**src/rtl/ft2232_device_emu.sv**
```systemverilog
// Device-side emulation of the FT2232H 245 synchronous FIFO (channel A), with host-side valid/ready streams.
// Optional flag stalling is enabled by defining FT_EMU_STALL_EN.
module ft2232_device_emu #(
    parameter int          RX_DEPTH_LOG2 = 4,
    parameter int          TX_DEPTH_LOG2 = 4,
    parameter logic [15:0] STALL_SEED    = 16'hACE1
) (
    input  logic       fifo_clk_i,
    input  logic       reset_n_i,
    input  logic       ft_reset_n_i,
    input  logic       fifo_rd_n_i,
    input  logic       fifo_wr_n_i,
    input  logic       fifo_oe_n_i,
    output logic       fifo_rxf_n_o,
    output logic       fifo_txe_n_o,
    input  logic [7:0] fifo_data_i,
    output logic [7:0] fifo_data_o,
    output logic       fifo_data_oe_o,
    input  logic       host_rx_valid_i,
    input  logic [7:0] host_rx_data_i,
    output logic       host_rx_ready_o,
    output logic       host_tx_valid_o,
    output logic [7:0] host_tx_data_o,
    input  logic       host_tx_ready_i,
    output logic [2:0] err_o,
    input  logic       err_clr_i
);

    localparam int RX_DEPTH = 1 << RX_DEPTH_LOG2;
    localparam int TX_DEPTH = 1 << TX_DEPTH_LOG2;
    localparam logic [RX_DEPTH_LOG2:0] RX_FULL = (RX_DEPTH_LOG2 + 1)'(RX_DEPTH);
    localparam logic [TX_DEPTH_LOG2:0] TX_FULL = (TX_DEPTH_LOG2 + 1)'(TX_DEPTH);

    if (STALL_SEED == 16'h0000) begin : g_seed_check
        $error("STALL_SEED must be nonzero");
    end
    if (RX_DEPTH_LOG2 < 1 || TX_DEPTH_LOG2 < 1) begin : g_depth_check
        $error("buffer depths must be at least 2");
    end

    logic [7:0] rx_mem [RX_DEPTH];
    logic [7:0] tx_mem [TX_DEPTH];

    logic [RX_DEPTH_LOG2-1:0] rx_wr_ptr, rx_rd_ptr;
    logic [TX_DEPTH_LOG2-1:0] tx_wr_ptr, tx_rd_ptr;
    logic [RX_DEPTH_LOG2:0]   rx_count, rx_count_next;
    logic [TX_DEPTH_LOG2:0]   tx_count, tx_count_next;
    logic                     rxf_n_q, txe_n_q, rxf_n_d, txe_n_d;
    logic [2:0]               err_q, err_d, err_event;
    logic                     stall;

    logic rd_req, wr_req, oe_act, run;
    logic rx_pop, tx_push, host_rx_push, host_tx_pop;

`ifdef FT_EMU_STALL_EN
    logic [15:0] lfsr;

    always_ff @(posedge fifo_clk_i or negedge reset_n_i) begin
        if (!reset_n_i) lfsr <= STALL_SEED;
        else            lfsr <= {lfsr[14:0], lfsr[15] ^ lfsr[13] ^ lfsr[12] ^ lfsr[10]};
    end

    // The mask rides on top of the registered flags, so a stalled cycle looks exactly like empty/full.
    assign stall = (lfsr[3:0] == 4'h0);
`else
    assign stall = 1'b0;
`endif

    assign fifo_rxf_n_o   = rxf_n_q | stall;
    assign fifo_txe_n_o   = txe_n_q | stall;
    assign fifo_data_oe_o = ~fifo_oe_n_i;
    assign fifo_data_o    = rx_mem[rx_rd_ptr];
    assign host_tx_data_o = tx_mem[tx_rd_ptr];
    assign err_o          = err_q;

    assign rd_req = ~fifo_rd_n_i;
    assign wr_req = ~fifo_wr_n_i;
    assign oe_act = ~fifo_oe_n_i;
    assign run    = ft_reset_n_i;

    assign host_rx_ready_o = run & (rx_count != RX_FULL);
    assign host_tx_valid_o = run & (tx_count != '0);
    assign host_rx_push    = host_rx_valid_i & host_rx_ready_o;
    assign host_tx_pop     = host_tx_valid_o & host_tx_ready_i;

    // Master transfers are gated by the flags the master actually sees, stall mask included.
    assign rx_pop  = run & rd_req & oe_act & ~fifo_rxf_n_o;
    assign tx_push = run & wr_req & ~fifo_txe_n_o & ~oe_act & ~rd_req;

    assign err_event[0] = rd_req & fifo_rxf_n_o;
    assign err_event[1] = wr_req & fifo_txe_n_o;
    assign err_event[2] = (rd_req & ~oe_act) | (wr_req & (oe_act | rd_req));

    always_comb begin
        // NOTE: every always_comb output gets a default first so no path can infer a latch.
        rx_count_next = rx_count;
        tx_count_next = tx_count;
        err_d         = err_q;
        if (run) begin
            if (host_rx_push && !rx_pop)      rx_count_next = rx_count + (RX_DEPTH_LOG2 + 1)'(1);
            else if (!host_rx_push && rx_pop) rx_count_next = rx_count - (RX_DEPTH_LOG2 + 1)'(1);
            if (tx_push && !host_tx_pop)      tx_count_next = tx_count + (TX_DEPTH_LOG2 + 1)'(1);
            else if (!tx_push && host_tx_pop) tx_count_next = tx_count - (TX_DEPTH_LOG2 + 1)'(1);
            err_d = (err_clr_i ? 3'b000 : err_q) | err_event;
        end else begin
            rx_count_next = '0;
            tx_count_next = '0;
        end
        rxf_n_d = ~run | (rx_count_next == '0);
        txe_n_d = ~run | (tx_count_next == TX_FULL);
    end

    always_ff @(posedge fifo_clk_i or negedge reset_n_i) begin
        // NOTE: sequential state uses non-blocking assignments so all registers update from pre-edge values.
        if (!reset_n_i) begin
            rx_wr_ptr <= '0;
            rx_rd_ptr <= '0;
            tx_wr_ptr <= '0;
            tx_rd_ptr <= '0;
            rx_count  <= '0;
            tx_count  <= '0;
            rxf_n_q   <= 1'b1;
            txe_n_q   <= 1'b1;
            err_q     <= 3'b000;
        end else begin
            rx_count <= rx_count_next;
            tx_count <= tx_count_next;
            rxf_n_q  <= rxf_n_d;
            txe_n_q  <= txe_n_d;
            err_q    <= err_d;
            if (!run) begin
                rx_wr_ptr <= '0;
                rx_rd_ptr <= '0;
                tx_wr_ptr <= '0;
                tx_rd_ptr <= '0;
            end else begin
                if (host_rx_push) rx_wr_ptr <= rx_wr_ptr + RX_DEPTH_LOG2'(1);
                if (rx_pop)       rx_rd_ptr <= rx_rd_ptr + RX_DEPTH_LOG2'(1);
                if (tx_push)      tx_wr_ptr <= tx_wr_ptr + TX_DEPTH_LOG2'(1);
                if (host_tx_pop)  tx_rd_ptr <= tx_rd_ptr + TX_DEPTH_LOG2'(1);
            end
        end
    end

    // NOTE: buffer storage is deliberately not reset; emptiness is tracked by pointers and counts alone.
    always_ff @(posedge fifo_clk_i) begin
        if (host_rx_push) rx_mem[rx_wr_ptr] <= host_rx_data_i;
        if (tx_push)      tx_mem[tx_wr_ptr] <= fifo_data_i;
    end

endmodule
```
**config.mk**
```make
export PLATFORM = sky130hd
export DESIGN_NAME = ft2232_device_emu
export DESIGN_NICKNAME = d
export VERILOG_FILES = /design/src/rtl/ft2232_device_emu.sv
export SDC_FILE = /design/constraint.sdc
export NUM_CORES = 1
export LEC_CHECK = 0
export CAP_MARGIN = 20
export CORE_MARGIN = 10
export CORE_UTILIZATION = 57
export CTS_BUF_LIST = sky130_fd_sc_hd__clkbuf_8 sky130_fd_sc_hd__clkbuf_16
export CTS_CLUSTER_SIZE = 14
export DETAILED_ROUTE_END_ITERATION = 7
export GPL_TIMING_DRIVEN = 0
export PLACE_DENSITY = 0.84
export SETUP_SLACK_MARGIN = 0.2
export SLEW_MARGIN = 30
export SYNTH_ARGS = -nofsm -noshare
export SYNTH_HDL_FRONTEND = slang
export SYNTH_SLANG_ARGS = --single-unit
```
**constraint.sdc**
```tcl
create_clock -name fifo_clk_i -period 6.3 [get_ports fifo_clk_i]
set_input_delay 1.89 -clock fifo_clk_i [delete_from_list [all_inputs] [get_ports fifo_clk_i]]
set_output_delay 1.89 -clock fifo_clk_i [all_outputs]
set_load 0.02 [all_outputs]
```
# --- Yosys cells after proc, flatten, opt, wreduce, memory -nomap -nowiden ---
# Memory sizes are Yosys's and may differ from the RTL's.
# Cells that the tools add are included.
totals:
  register_bits: 31
  latch_bits: 0
  ram_bits: 256
  mem_bits_ro: 0
  in_bits: 25
  output_inout_bits: 24
  wordCells: 80
  n_memories: 2
classes:
  addsub: 8
  n_mul: 0
  div: 0
  magnitude_cmp: 0
  eq_ne: 6
  n_shift: 0
  muxes: 19
  bitwise: 26
  n_reduce_logical: 10
mem_list:
  columns: ["name", "depth", "width", "rd", "rd_ports_with_merged_regs", "write_ports", "line_no", "source"]
  rows:
  - ["rx_mem", 16, 8, 1, 0, 1, "41", "logic [7:0] rx_mem [RX_DEPTH];"]
  - ["tx_mem", 16, 8, 1, 0, 1, "42", "logic [7:0] tx_mem [TX_DEPTH];"]
op_table:
  columns: ["cell", "n"]
  rows:
  - ["two-way mux 4 bit", 8]
  - ["two-way mux 5 bit", 6]
  - ["adder 4 x 1 -> 4 bit, second input constant", 4]
  - ["AND 1 bit", 15]
  - ["adder 5 x 1 -> 5 bit, second input constant", 2]
  - ["subtractor 5 x 1 -> 5 bit, second input constant", 2]
  - ["inequality test 2 x 1 -> 1 bit, second input constant", 4]
  - ["inverter 1 bit", 6]
  - ["== test 5 bit, second input constant", 1]
  - ["logical NOT 5 bit", 1]
  - ["inequality test 5 bit, second input constant", 1]
  - ["nonzero test 5 bit", 1]
  - ["logical AND 1 bit", 4]
  - ["logical NOT 1 bit", 4]
  - ["two-way mux 1 bit", 4]
  - ["bitwise OR 1 bit", 4]
  - ["two-way mux 3 bit", 1]
  - ["bitwise OR 3 bit", 1]

# --- Depth between registers and ports, before layout ---
# Gate-level depths: netlist of run 1.
depth:
  word_depth: 12
  mapped_depth: 8
  depth_no_buf: 7

# --- Least setup slack after synthesis of run 1 ---
# OpenSTA, ideal clock, no wires.
synth_timing:
  path_kind: "input port to output port"
  start: "input port ft_reset_n_i"
  end: "output port host_tx_valid_o"
  arrival_time_ns: 2.933
  setup_slack_ns: 1.477
  path_stages: 4
  n_path_buf: 3
  cell_sequence: "clkbuf_1 -> clkbuf_1 -> clkbuf_1 -> and2_1"
synth_via:
  elab_chain_cells: 1
synth_lines:
  columns: ["item", "line_no", "source"]
  rows:
  - ["from (decl)", "10", "input logic ft_reset_n_i,"]
  - ["AND 1 bit", "82", "assign host_tx_valid_o = run & (tx_count != '0);"]
  - ["to (decl)", "22", "output logic host_tx_valid_o,"]
# No other way between the ends.

# --- Worst setup path after layout of run 1 ---
# Same ends and word-level chain as after synthesis.

==> results of run 1 <==
## power breakdown
group	switching, mW	leakage [nW]	internal [mW]
registers	0.0320	2.72	2.11
logic	0.300	1.21	0.285
clock network	0.668	0.475	0.962
## routing by layer
| metal | vias to the layer above | wire [µm] | GRT usage (%) |
|---|---|---|---|
| met5 | - | 0 | 0 |
| met4 | 0 | 570 | 4.793 |
| met3 | 52 | 1342 | 3.197 |
| met2 | 249 | 13400 | 33.78 |
| met1 | 3157 | 9519 | 23.00 |
| li1 | 2563 | - | - |
## flip-flops by register name, indices dropped and copies added, names as in the netlist, 3 cells and up
name / flops
rx_count: 5
rx_wr_ptr: 4
tx_wr_ptr: 4
rx_mem: 128
tx_count: 5
rx_rd_ptr: 4
err_o: 3
tx_mem: 128
tx_rd_ptr: 4
## worst paths after layout
| path | endpoint | depth (start not counted) | from |
|---|---|---|---|
| min reg2reg | err_o[0] | 1 | err_o[0] |
| min | err_o[0] | 1 | err_o[0] |
| min in group asynchronous | tx_wr_ptr[3] | 1 | reset_n_i |
| max reg2reg | rx_mem[11][6] | 7 | rx_count[1] |
| max in group asynchronous | rx_rd_ptr[0] | 1 | reset_n_i |
| max | host_tx_valid_o | 6 | ft_reset_n_i |
## cells in the mapped netlist, types with 3 or more instances
cell type,n
a21boi_0,5
and2_1,38
and3_1,7
and4_1,6
buf_1,3
buf_2,9
clkbuf_1,19
dfrtp_1,29
edfxtp_1,256
ha_1,14
inv_1,13
mux2i_1,4
mux4_2,80
nand2_1,24
nand3_1,13
nand4_1,4
nand4b_1,3
nand4bb_1,3
nor2_1,4
nor2b_1,4
nor3_1,5
o21ai_0,5
xnor2_1,11
## cell families (layout without fill, tap and decap cells)
kind of cell               count (synthesis)  in the layout  synth area share (%)
adders and majority gates                 15             15                 1.575
xor gates and xnor gates                  13             13                 1.086
DFF                                      287            287                 72.02
and+or+nand+nor                          124            124                 6.354
AOI/OAI and AO/OA                         26             26                 1.799
buffers and inverters                     44            142                 1.501
muxes                                     84             84                 15.67
## cell type report
type	count	area share [%]
sequential	287	62.76
multi-input combinational	262	23.14
clock buffer	30	5.482
timing repair buffer	48	3.525
tap	270	2.504
clock inverter	20	1.234
buffer	31	0.9925
inverter	13	0.3617
## worst register-to-register path: stages (launching register included)
cell	delay, ns
dfrtp_1	0.42
inv_1	0.09
ha_1	0.24
nand4bb_1	0.31
and2_1	0.23
nand2_1	0.10
nor3b_1	0.42
and2_1	0.50
## per-stage QoR
stage | instances | hold slack [ns] | setup slack [ns] | area [µm²] | setup TNS, ns
floorplan | 593 | 0.5424 | 1.477 | 11760 | 0
finish | 961 | 0.4956 | 0.3077 | 13490 | 0
global placement | 911 | 0.4760 | -0.1372 | 12570 | -0.1372
global route | 961 | 0.5361 | 0.2232 | 13490 | 0
detailed placement | 911 | 0.4892 | -0.2055 | 12570 | -0.2055
CTS | 961 | 0.5025 | 0.2449 | 13480 | 0
## what timing repair did
item | CTS | global route
endpoints found under the hold margin | 0 | 0
gates resized for setup | 3 | 2
endpoints found under the setup margin | 1 | 1
==> results.json, run 1 <==
{
  "worstPathRequired_ns": 4.41,
  "cp_slowest_stage_delay_ns": 0.62,
  "clk_latency_ns": 0.53,
  "final_common_cell": "edfxtp_1",
  "dieArea_um2": 26770,
  "numCtsBuffers": 28,
  "synth.top_cell.area_share_pct": 65.40,
  "cap_violations": 0,
  "totalPowerFinal_mw": 4.355,
  "vias": 6021,
  "drive_gt1_share_pct": 20.41,
  "rsz0062_at_grt": "false",
  "max_freq_mhz": 166.9,
  "dp_hpwl_um": 16230,
  "utilization_pct": 66.66,
  "synth_flop_cell": "edfxtp_1",
  "num_io_pins": 49,
  "path_max_fanout": 10,
  "crit_chain": "clkdlybuf4s50_1 -> clkbuf_2 -> clkbuf_4 -> clkbuf_2 -> and2_1 -> clkdlybuf4s50_1",
  "relSlewSlack_pct": 39.74,
  "multiInputGateArea_um2": 3122,
  "hp-class": "reg -> reg",
  "crit_path_end_kind": "output port",
  "chipHeight_um": 163.6,
  "critPathBufInv": 5,
  "num_antenna_cells": 0,
  "nFillCells": 1228,
  "cts.clk_slew.worst_paths_ns": 0.06,
  "syn_nets": 632,
  "drt-pass1-iter-count": 5,
  "grt_pass1_wl_um": 38580,
  "p_leak_nw": 4.402,
  "worstPathArrival_ns": 4.10,
  "globalplace.congestion": 0.8412,
  "ant_nets": 0,
  "avgSynthCellArea_um2": 19.82,
  "root_buffer": "clkbuf_16",
  "synth.cell_area_um2": 11760,
  "synth-seq-area-share_pct": 72.02,
  "synth_top_area_cell": "edfxtp_1",
  "cts_htree_levels": 1,
  "drc": 0,
  "drt_iter0_markers": 603,
  "drt-total-wl_um": 24830,
  "wl_per_cell_um": 25.84,
  "hold_viol": 0,
  "r2r_slack_ns": 3.64,
  "register_area_um2": 8466,
  "synth_warnings": 0,
  "yosys-top-cells-area": "edfxtp_1 65%, mux4_2 15%, dfrtp_1 6.2%, and2_1 2.0%, ha_1 1.5%",
  "p_per_area_nw_per_um2": 322.9,
  "skew_ns": 0.009672,
  "post_cts_buffers": 0,
  "fp.dieW_um": 163.6,
  "ys_seq_elements": 287,
  "area_growth_pct": 14.75,
  "initial_core_util_pct": 58.09,
  "antenna_found_initial": 0,
  "via_per_inst": 6.265,
  "cts.path.max_buffers": 3,
  "final_cell_mix": "256 x edfxtp_1, 80 x mux4_2, 47 x clkdlybuf4s50_1",
  "overflow": 0,
  "num-nets-final": 710,
  "fin_crit_sh_pct": 95.12,
  "row_count": 52,
  "cpLargestDelayFamily": "buffers and inverters",
  "irDropWorstVdd_mv": 0.2712,
  "timing.final.crit_period_ns": 5.992,
  "clock-sinks": 287,
  "cts_tree": "yes",
  "drv_slew": 0,
  "coreArea_um2": 20230,
  "track_usage_pct": 18.76,
  "synth_async_sr_flop_share_pct": 10.80,
  "setup_violations": 0,
  "synth_cell_types": 49,
  "start_kind": "input pin",
  "grt_max_degree": 32,
  "status": "finished clean",
  "syn_inst": 593,
  "portBuffers": 48,
  "critPathKind": "in -> out",
  "crit_slowest_cell": "clkdlybuf4s50_1",
  "synth_enable_flop_cells": 256,
  "grt_pass1_vias": 6456,
  "ctsHoldBuffers": 0,
  "worst_slew_pin_slew_ns": 0.9038
}
Power figures use the tool's default switching activity.
==> run 2, diff against run 1 <==
CORE_MARGIN = unset   (was 10)
==> results.json, run 2 (synthesized netlist as in run 1, its figures left out) <==
{
  "r2r_start": "rx_count[0]",
  "startpoint": "ft_reset_n_i",
  "fin_crit_sh_pct": 94.87,
  "dpl.cell_count": 911,
  "skew_ns": 0.01305,
  "max_freq_mhz": 167.3,
  "status": "finished clean",
  "rsz0062_at_grt": "false",
  "drc": 0,
  "totalPowerFinal_mw": 4.306,
  "start_kind": "input pin",
  "numCtsBuffers": 29,
  "wl_per_cell_um": 24.76,
  "layout.cells.non_filler": 962,
  "cap_violations": 0,
  "dieArea_um2": 21200,
  "critPathKind": "in -> out",
  "fin_ws_ns": 0.3229,
  "overflow": 0,
  "timing.final.crit_period_ns": 5.977,
  "cts.clk_slew.worst_paths_ns": 0.05,
  "worstPathArrival_ns": 4.09,
  "vias": 5943,
  "chipHeight_um": 145.6,
  "row_count": 52,
  "stdcell_area_um2": 13460,
  "hold_viol": 0,
  "num-nets-final": 711,
  "drt-total-wl_um": 23820,
  "grt_pass1_vias": 6180,
  "cts.path.max_buffers": 3,
  "placed_area_um2": 12570,
  "utilization_pct": 66.54,
  "r2r_end": "rx_mem[2][3]",
  "initial_core_util_pct": 58.09,
  "gr-max-usage-layer": "met2",
  "path_max_fanout": 10,
  "fp.dieW_um": 145.6,
  "irDropWorstVdd_mv": 0.2400,
  "setup_violations": 0,
  "area_growth_pct": 14.54,
  "final_common_cell": "edfxtp_1",
  "gr-usage-met1_pct": 28.18,
  "globalplace.congestion": 0.8304,
  "crit_end": "host_tx_valid_o",
  "portBuffers": 48,
  "antenna_found_initial": 1,
  "grtUsageMet3_pct": 4.169,
  "fin_setup_tns_ns": 0,
  "final_cell_mix": "256 x edfxtp_1, 80 x mux4_2, 47 x clkdlybuf4s50_1",
  "met2_usage_pct": 43.10,
  "drt-pass1-iter-count": 5,
  "r2r_slack_ns": 3.66,
  "ctsHoldBuffers": 0,
  "p_leak_nw": 4.395,
  "cts_tree": "yes",
  "track_usage_pct": 23.23,
  "grt_max_degree": 32,
  "reg2reg_depth": 7,
  "whs_ns": 0.4972,
  "grt_pass1_wl_um": 36510,
  "relSlewSlack_pct": 39.12,
  "post-place-ws_ns": -0.1831,
  "via_per_inst": 6.178,
  "drive_gt1_share_pct": 19.83,
  "nFillCells": 1235,
  "post_cts_buffers": 0,
  "reg_top3": "rx_mem: 128 flops, tx_mem: 128 flops",
  "worst_slew_pin_slew_ns": 0.9133,
  "num_io_pins": 49,
  "cts_htree_levels": 1,
  "drt_iter0_markers": 654,
  "coreArea_um2": 20230,
  "crit_path_end_kind": "output port",
  "root_buffer": "clkbuf_16",
  "clk_latency_ns": 0.54,
  "p_per_area_nw_per_um2": 319.8,
  "dp_hpwl_um": 15410,
  "hp-class": "reg -> reg",
  "worstPathRequired_ns": 4.41,
  "ant_nets": 0,
  "clock-sinks": 287,
  "drv_slew": 0
}
run 2: cell types whose count changed in the layout (fill, tap and decap cells not counted), sizes merged:
cell | before | now
bufinv | 3 | 0
clkinv | 9 | 4
buf | 13 | 14
diode | 0 | 1
clkbuf | 49 | 52
inv | 20 | 24
run 2: critical path, stage by stage:
cell and delay [ns]:
clkdlybuf4s50_1 0.63, buf_2 0.27, clkbuf_4 0.27, clkbuf_2 0.25
and2_1 0.16, clkdlybuf4s50_1 0.61
run 2: worst min-delay path by stage:
stage | slack, ns | cells after the start | endpoint | startpoint
finish | 0.50 | 1 | err_o[1] | err_o[1]
floorplan | 0.54 | 2 | rx_count[4] | rx_count[4]
global placement | 0.48 | 1 | err_o[1] | err_o[1]
global route | 0.53 | 1 | err_o[1] | err_o[1]
CTS | 0.50 | 1 | err_o[1] | err_o[1]
detailed placement | 0.49 | 1 | err_o[1] | err_o[1]
run 2: what timing repair did:
action,in CTS,in global routing
hold endpoints to repair,0,0
endpoints found under the setup margin,1,1
cloned,0,0
gates resized for setup,3,3
run 2: power breakdown:
part | total, mW | switching, mW | internal (mW)
Combinational | 0.577 | 0.293 | 0.284
Sequential | 2.14 | 0.0286 | 2.11
Clock | 1.59 | 0.680 | 0.912
Total | 4.31 | 1.00 | 3.30
run 2: area by class of cell:
type | count | area [µm²] | share of cell area (%)
Sequential cell | 287 | 8466 | 62.88
Timing Repair Buffer | 48 | 475.5 | 3.531
Multi-Input combinational cell | 262 | 3113 | 23.12
Tap cell | 270 | 337.8 | 2.509
Antenna cell | 1 | 2.502 | 0.01859
Buffer | 31 | 133.9 | 0.9943
Clock inverter | 16 | 70.07 | 0.5204
Inverter | 13 | 48.80 | 0.3624
Clock buffer | 34 | 817.0 | 6.068
run 2: per-layer routing:
layer / share of wire (%) / vias up
met3: 5.6 / 39
li1: - / 2563
met5: 0 / -
met4: 1.8 / 0
met2: 55 / 229
met1: 38 / 3112
